[src/rtl/serial_rx.sv]
// rtl/serial_rx.sv - 8N1 UART receiver with mid-bit sampling, framing-error strobe and break hold-off.
module serial_rx #(
  parameter int CLKS_PER_BIT = 434
) (
  input  logic       clk,
  input  logic       reset,
  input  logic       rx,
  output logic [7:0] rxData,
  output logic       rxReady,
  output logic       rxError,
  output logic       rxActive
);

  localparam int HALF = CLKS_PER_BIT / 2;
  localparam int CW   = $clog2(CLKS_PER_BIT);
  localparam logic [CW-1:0] HALF_M1 = CW'(HALF - 1);
  localparam logic [CW-1:0] BIT_M1  = CW'(CLKS_PER_BIT - 1);

  typedef enum logic [2:0] {IDLE, START, DATA, STOP, BREAK} state_t;

  // Declaration initialisers make power-up state identical to the reset state.
  logic          sync1   = 1'b1;
  logic          rxs     = 1'b1;
  state_t        state   = IDLE;
  logic [CW-1:0] cnt     = '0;
  logic [2:0]    bit_idx = '0;
  logic [7:0]    shreg   = '0;
  logic [7:0]    data_q  = '0;
  logic          ready_q = 1'b0;
  logic          error_q = 1'b0;

  state_t        state_n;
  logic [CW-1:0] cnt_n;
  logic [2:0]    bit_n;
  logic [7:0]    shreg_n;
  logic [7:0]    data_n;
  logic          ready_n;
  logic          error_n;

  always_ff @(posedge clk) begin
    if (reset) begin
      sync1   <= 1'b1;
      rxs     <= 1'b1;
      state   <= IDLE;
      cnt     <= '0;
      bit_idx <= '0;
      shreg   <= '0;
      data_q  <= '0;
      ready_q <= 1'b0;
      error_q <= 1'b0;
    end else begin
      sync1   <= rx;
      rxs     <= sync1;
      state   <= state_n;
      cnt     <= cnt_n;
      bit_idx <= bit_n;
      shreg   <= shreg_n;
      data_q  <= data_n;
      ready_q <= ready_n;
      error_q <= error_n;
    end
  end

  always_comb begin
    state_n = state;
    cnt_n   = '0;
    bit_n   = bit_idx;
    shreg_n = shreg;
    data_n  = data_q;
    ready_n = 1'b0;
    error_n = 1'b0;
    case (state)
      IDLE: begin
        if (!rxs) state_n = START;
      end
      START: begin
        // Re-check the line at mid start bit to reject short glitches.
        if (cnt == HALF_M1) begin
          state_n = rxs ? IDLE : DATA;
          bit_n   = '0;
        end else begin
          cnt_n = cnt + CW'(1);
        end
      end
      DATA: begin
        if (cnt == BIT_M1) begin
          shreg_n = {rxs, shreg[7:1]};
          bit_n   = bit_idx + 3'd1;
          if (bit_idx == 3'd7) state_n = STOP;
        end else begin
          cnt_n = cnt + CW'(1);
        end
      end
      STOP: begin
        if (cnt == BIT_M1) begin
          if (rxs) begin
            data_n  = shreg;
            ready_n = 1'b1;
            state_n = IDLE;
          end else begin
            error_n = 1'b1;
            state_n = BREAK;
          end
        end else begin
          cnt_n = cnt + CW'(1);
        end
      end
      BREAK: begin
        if (rxs) state_n = IDLE;
      end
      default: state_n = IDLE;
    endcase
  end

  assign rxData   = data_q;
  assign rxReady  = ready_q;
  assign rxError  = error_q;
  assign rxActive = (state != IDLE);

endmodule

[config.mk]
export PLATFORM = sky130hd
export DESIGN_NAME = serial_rx
export DESIGN_NICKNAME = d
export VERILOG_FILES = /design/src/rtl/serial_rx.sv
export SDC_FILE = /design/constraint.sdc
export NUM_CORES = 1
export LEC_CHECK = 0
export BUFFER_PORTS_ARGS = -buffer_cell sky130_fd_sc_hd__buf_2
export CAP_MARGIN = 10
export CORE_MARGIN = 5
export CORE_UTILIZATION = 51
export CTS_CLUSTER_SIZE = 40
export DETAILED_ROUTE_END_ITERATION = 8
export PLACE_DENSITY = 0.73
export SYNTH_ARGS = -nofsm -noshare
export SYNTH_HDL_FRONTEND = slang
export SYNTH_SLANG_ARGS = --single-unit
[constraint.sdc]
create_clock -name clk -period 2.1 [get_ports clk]
set_input_delay 0.42 -clock clk [delete_from_list [all_inputs] [get_ports clk]]
set_output_delay 0.42 -clock clk [all_outputs]
set_load 0.1 [all_outputs]
## After elaboration in Yosys (flattened, before gate mapping)

Index checks and enable logic that the tools add are counted.

| storage, ports and cells | value |
|---|---|
| bits in registers | 35 |
| input bits | 3 |
| word-level logic and storage cells | 52 |

| operators by class | value |
|---|---|
| add/subtract/negate cells | 2 |
| equality and inequality tests | 13 |
| mux-type cells | 17 |
| bitwise gates (word level) | 2 |
| reduce and logical (&&, ||, !) cells | 9 |

Operators by type and width:

| operator | count |
|---|---|
| 2-to-1 mux 3 bit | 9 |
| 2-to-1 mux 9 bit | 2 |
| one-hot mux 9 bit (2 select lines) | 1 |
| one-hot mux 3 bit (5 select lines) | 1 |
| inequality test 2 bit (second input constant) | 6 |
| adder 9 x 1 -> 9 bit (second input constant) | 1 |
| == test 9 x 8 -> 1 bit (second input constant) | 1 |
| == test 9 bit (second input constant) | 1 |
| == test 3 x 2 -> 1 bit (second input constant) | 2 |
| == test 3 bit (second input constant) | 2 |
| one-hot mux 3 bit (2 select lines) | 1 |
| AND reduction 3 bit | 2 |
| AND reduction 6 bit | 1 |
| adder 3 x 1 -> 3 bit (second input constant) | 1 |
| == test 3 x 1 -> 1 bit (second input constant) | 1 |
| logical NOT 3 bit | 1 |
| nonzero test 3 bit | 1 |
| OR reduction 3 bit | 1 |
| 2-to-1 mux 1 bit | 2 |
| 2-to-1 mux 2 bit | 1 |
| inverter 1 bit | 2 |
| AND reduction 2 bit | 1 |
| nonzero test 2 bit | 1 |
| OR reduction 2 bit | 1 |

## Depth between registers and ports, before layout

| logic depth | value |
|---|---|
| word-level depth | 4 |
| mapped depth | 8 |

## Least setup slack after synthesis

OpenSTA, ideal clock, no wires.

| timing path | value |
|---|---|
| kind | register -> register |
| start point | register state[2] |
| end point | register bit_idx[0] |
| library setup time | 0.072 ns |
| arrival time | 1.931 ns |
| path slack | 0.097 ns |
| stages on the path, launching flop included | 6 |
| path buffers | 1 |
| clock period less this slack | 2.003 ns |
| cell sequence | dfxtp_1 buf_6 or3b_4 or4_4 or4b_1 mux2i_1 |

| between the ends | value |
|---|---|
| longest elaborated chain between the ends | 3 |
| elaborated cells on any way between the ends | 7 |
| classes of those cells | eq/ne (4); mux (1); reduce/logical (2) |

Ends and longest elaborated chain:

| element | RTL line | RTL |
|---|---|---|
| start: declaration | 24 | `state_t state = IDLE;` |
| start signal: assignment | 54 | `state <= state_n;` |
| == test 3 x 2 -> 1 bit / == test 3 x 1 -> 1 bit (equally long branches) | 72 | `case (state)` |
| inequality test 2 bit (no source line) / nonzero test 2 bit (equally long branches) | n/a |  |
| AND reduction 3 bit (no source line) | n/a |  |
| end signal: assignment | 56 | `bit_idx <= bit_n;` |
| end: declaration | 26 | `logic [2:0] bit_idx = '0;` |

Parallel ways exist; a longest one is shown, timed or not.
A chain may end at the register's enable or synchronous reset.

## Worst setup path after layout

Same ends and word-level chain as after synthesis.

==> impl_metrics.py <==
metrics = {
    "sta": {
        "unrepaired_setup_endpoints_after_global_routing": "false",
        "final-max-slew-violation-count": 0,
        "final_min_period_over_clock_period": 0.946,
        "maximum_clock_frequency_ghz": 0.503,
        "clock-skew-final_ns": 0.00313,
        "fin_tns_setup_ns": 0,
        "setup_slack_ns": 0.113,
        "worst_pin_slew_ns": 0.484,
        "final-setup-viol-count": 0,
        "timing.slew.headroom": 0.675,
        "finalHoldViolations": 0,
        "final.min_clock_period_ns": 1.99,
    },
    "placed_design": {
        "gp_routability_congestion": 0.809,
        "place_inst": 203,
        "numPortBuffers": 13,
        "place_worst_setup_slack_ns": 0.125,
        "place_hpwl_um": 2040,
        "placed_area_sq_um": 1640,
    },
    "grt": {
        "grt_overflow_total": 0,
        "grt_most_used_layer": "met2",
        "groute.usage.overall": 0.153,
        "number_of_global_route_vias_before_repair": 1185,
        "grt_util_met1": 0.181,
        "met3_usage_grt": 0.0449,
        "grt_pass1_wl_um": 5070,
        "antenna_violations_before_repair": 0,
        "grt_util_met2": 0.255,
        "maximum_number_of_pins_on_one_net_before_global_route_repair": 28,
    },
    "worst_hold_path": {
        "hold_class": "input pin to flop",
        "worst_hold_startpoint": "rx",
    },
    "drt": {
        "final_antenna_net_count": 0,
        "dr.first_iter.drc_count": 66,
        "vias": 1133,
        "routed_wirelength_um": 2740,
        "detail_route.vias_per_cell": 5.37,
        "drt_first_pass_iters": 4,
        "detail_route.wl_per_cell_um": 13.0,
        "drc_errors": 0,
    },
    "run_status": {
        "outcome": "complete, no violations",
    },
    "worst_setup_path": {
        "timing.critical_path.required_ns": 2.37,
        "crit_path_start": "state[2]",
        "cp-end-kind": "flop",
        "crit_path_start_kind": "flop",
        "critPathKind": "flop to flop",
        "rrSetupSlack_ns": 0.11,
        "crit-reg2reg-launch": "state[2]",
        "arrival_ns": 2.26,
        "worst_r2r_endpoint": "bit_idx[0]",
        "timing.critical_path.fanout_max": 3,
        "cp-endpoint": "bit_idx[0]",
        "reg2regPathDepth": 4,
    },
    "clock_tree": {
        "worstSkewPairLatency_ns": 0.33,
        "cts_max_level": 2,
        "postCtsHoldBufs": 0,
        "cts_post_setup_buffers_inserted": 0,
        "cts_buffers": 5,
        "clkTransAtPathRegs_ns": 0.11,
        "tritoncts": "done",
        "tritoncts_num_sinks": 35,
        "post_cts_resize_count": 0,
        "cts_root_buf": "clkbuf_4",
        "cts-root-to-sink-buffers": 2,
    },
    "floorplanning": {
        "die_height_um": 64.6,
        "row_count": 19,
        "num_io_pins": 14,
        "floorplan_core_area_sq_um": 2810,
        "die_x_um": 64.6,
        "fp.dieArea_sq_um": 4170,
        "start_util": 0.541,
    },
    "synthesis": {
        "syn_avg_cell_area_sq_um": 9.49,
        "synthesis.nets": 168,
        "synth.yosys.seq_area_share": 0.462,
        "flip_flop_and_latch_count_after_synthesis": 35,
        "synth-warning-count": 0,
        "syn-cell-area_sq_um": 1520,
        "synth-edff-count": 0,
        "synth-main-ff-cell": "dfxtp_1",
        "share_of_synthesized_flip_flops_with_an_asynchronous_set_or_reset": 0,
        "netlist-cell-type-count": 37,
        "synth.largest_area_cell": "dfxtp_1",
        "yosys-top-cells-count": "35 x dfxtp_1, 33 x nor2_1, 19 x mux2i_1, 9 x nand2_1, 7 x clkbuf_1",
        "synth_area_leaders": "dfxtp_1 46%, mux2i_1 13%, nor2_1 8.2%, ha_1 4.1%, xnor2_1 2.9%",
        "post_synth_inst_count": 160,
        "synth.most_common_cell": "dfxtp_1",
        "synth_top_area_frac": 0.462,
    },
    "layout": {
        "nFillCells": 239,
        "num-nets-final": 187,
        "final_design_area_no_fill_sq_um": 1720,
        "fin_cells": 211,
        "num_antenna_cells": 0,
        "area_growth_syn_to_layout_pct": 13.2,
        "layout-drive-gt1-share": 0.194,
    },
    "power_and_ir_drop": {
        "totalPowerFinal_uw": 1180,
        "leakage_power_uw": 0.000626,
        "irDropWorstVdd_mv": 0.451,
        "powerDensity_nw_per_um2": 689,
    },
    "run": {
        "drv.max_cap_violation_count": 0,
    },
}
-- report_power, final --
group / internal, uW / leakage, uW / switching, uW / total (uW)
sequential: 667 / 0.000282 / 2.76 / 670
clock: 250 / 0.0000452 / 228 / 478
combinational: 10.6 / 0.000298 / 25.5 / 36.1
-- through the flow --
step                hold WS (ns)   util
CTS                        0.250  0.612
detailed placement         0.394  0.583
global route               0.256  0.612
global placement           0.400  0.583
finish                     0.260  0.612
floorplan                  0.389      -
-- critical path, stage by stage (launching register included) --
cell	delay, ns
dfxtp_1	0.33
or3b_4	0.41
or4_4	0.53
or4b_1	0.51
mux2i_1	0.13
-- how the worst min path moves through the flow --
stage	end	slack, ns	cells past startpoint
final	sync1	0.26	2
after detailed placement	rxs	0.39	1
after CTS	sync1	0.25	2
after global placement	rxs	0.40	1
after global routing	sync1	0.26	2
after floorplan	rxs	0.39	1
-- flip-flops by register name, summed over array words and instances, names as in the netlist --
register and count:
state 3, rxError 1, shreg 8, rxData 8
rxReady 1, bit_idx 3, rxs 1, sync1 1
cnt 9
-- logic make-up after synthesis --
group / share of synthesized area
XOR/XNOR: 0.0404
adder cells (fa/ha/maj): 0.0412
flip-flops: 0.462
AND/OR/NAND/NOR: 0.239
buffers and inverters: 0.0396
AO/OA/AOI/OAI: 0.0528
multiplexers: 0.125
-- placed cells by master, fill, tap and decap left out, types with 2 or more instances in the layout --
cell type	synthesis	final
dfxtp_1	35	35
nor2_1	33	33
mux2i_1	19	19
buf_2	0	13
nand2_1	9	9
buf_4	0	7
inv_1	6	6
xnor2_1	5	5
ha_1	5	5
clkbuf_4	0	5
or3_1	3	3
nand4b_1	3	3
nand3_1	3	3
nor3_2	2	2
nand2b_1	2	2
nand4_1	2	2
xor2_1	2	2
nor3_1	2	2
or2_2	2	2
-- cell type report --
type	count	area [sq um]	area share
Sequential cell	35	701	0.408
Clock buffer	5	37.5	0.0218
Multi-Input combinational cell	111	757	0.441
Timing Repair Buffer	20	118	0.0685
Inverter	6	22.5	0.0131
Clock inverter	3	43.8	0.0255
Tap cell	31	38.8	0.0226
-- layer usage --
layer / part of all wire / vias up
li1: - / 581
met1: 0.46 / 534
met2: 0.49 / 13
met3: 0.036 / 5
met4: 0.015 / 0
met5: 0 / -
No activity file was read; power rests on OpenSTA's default activity.
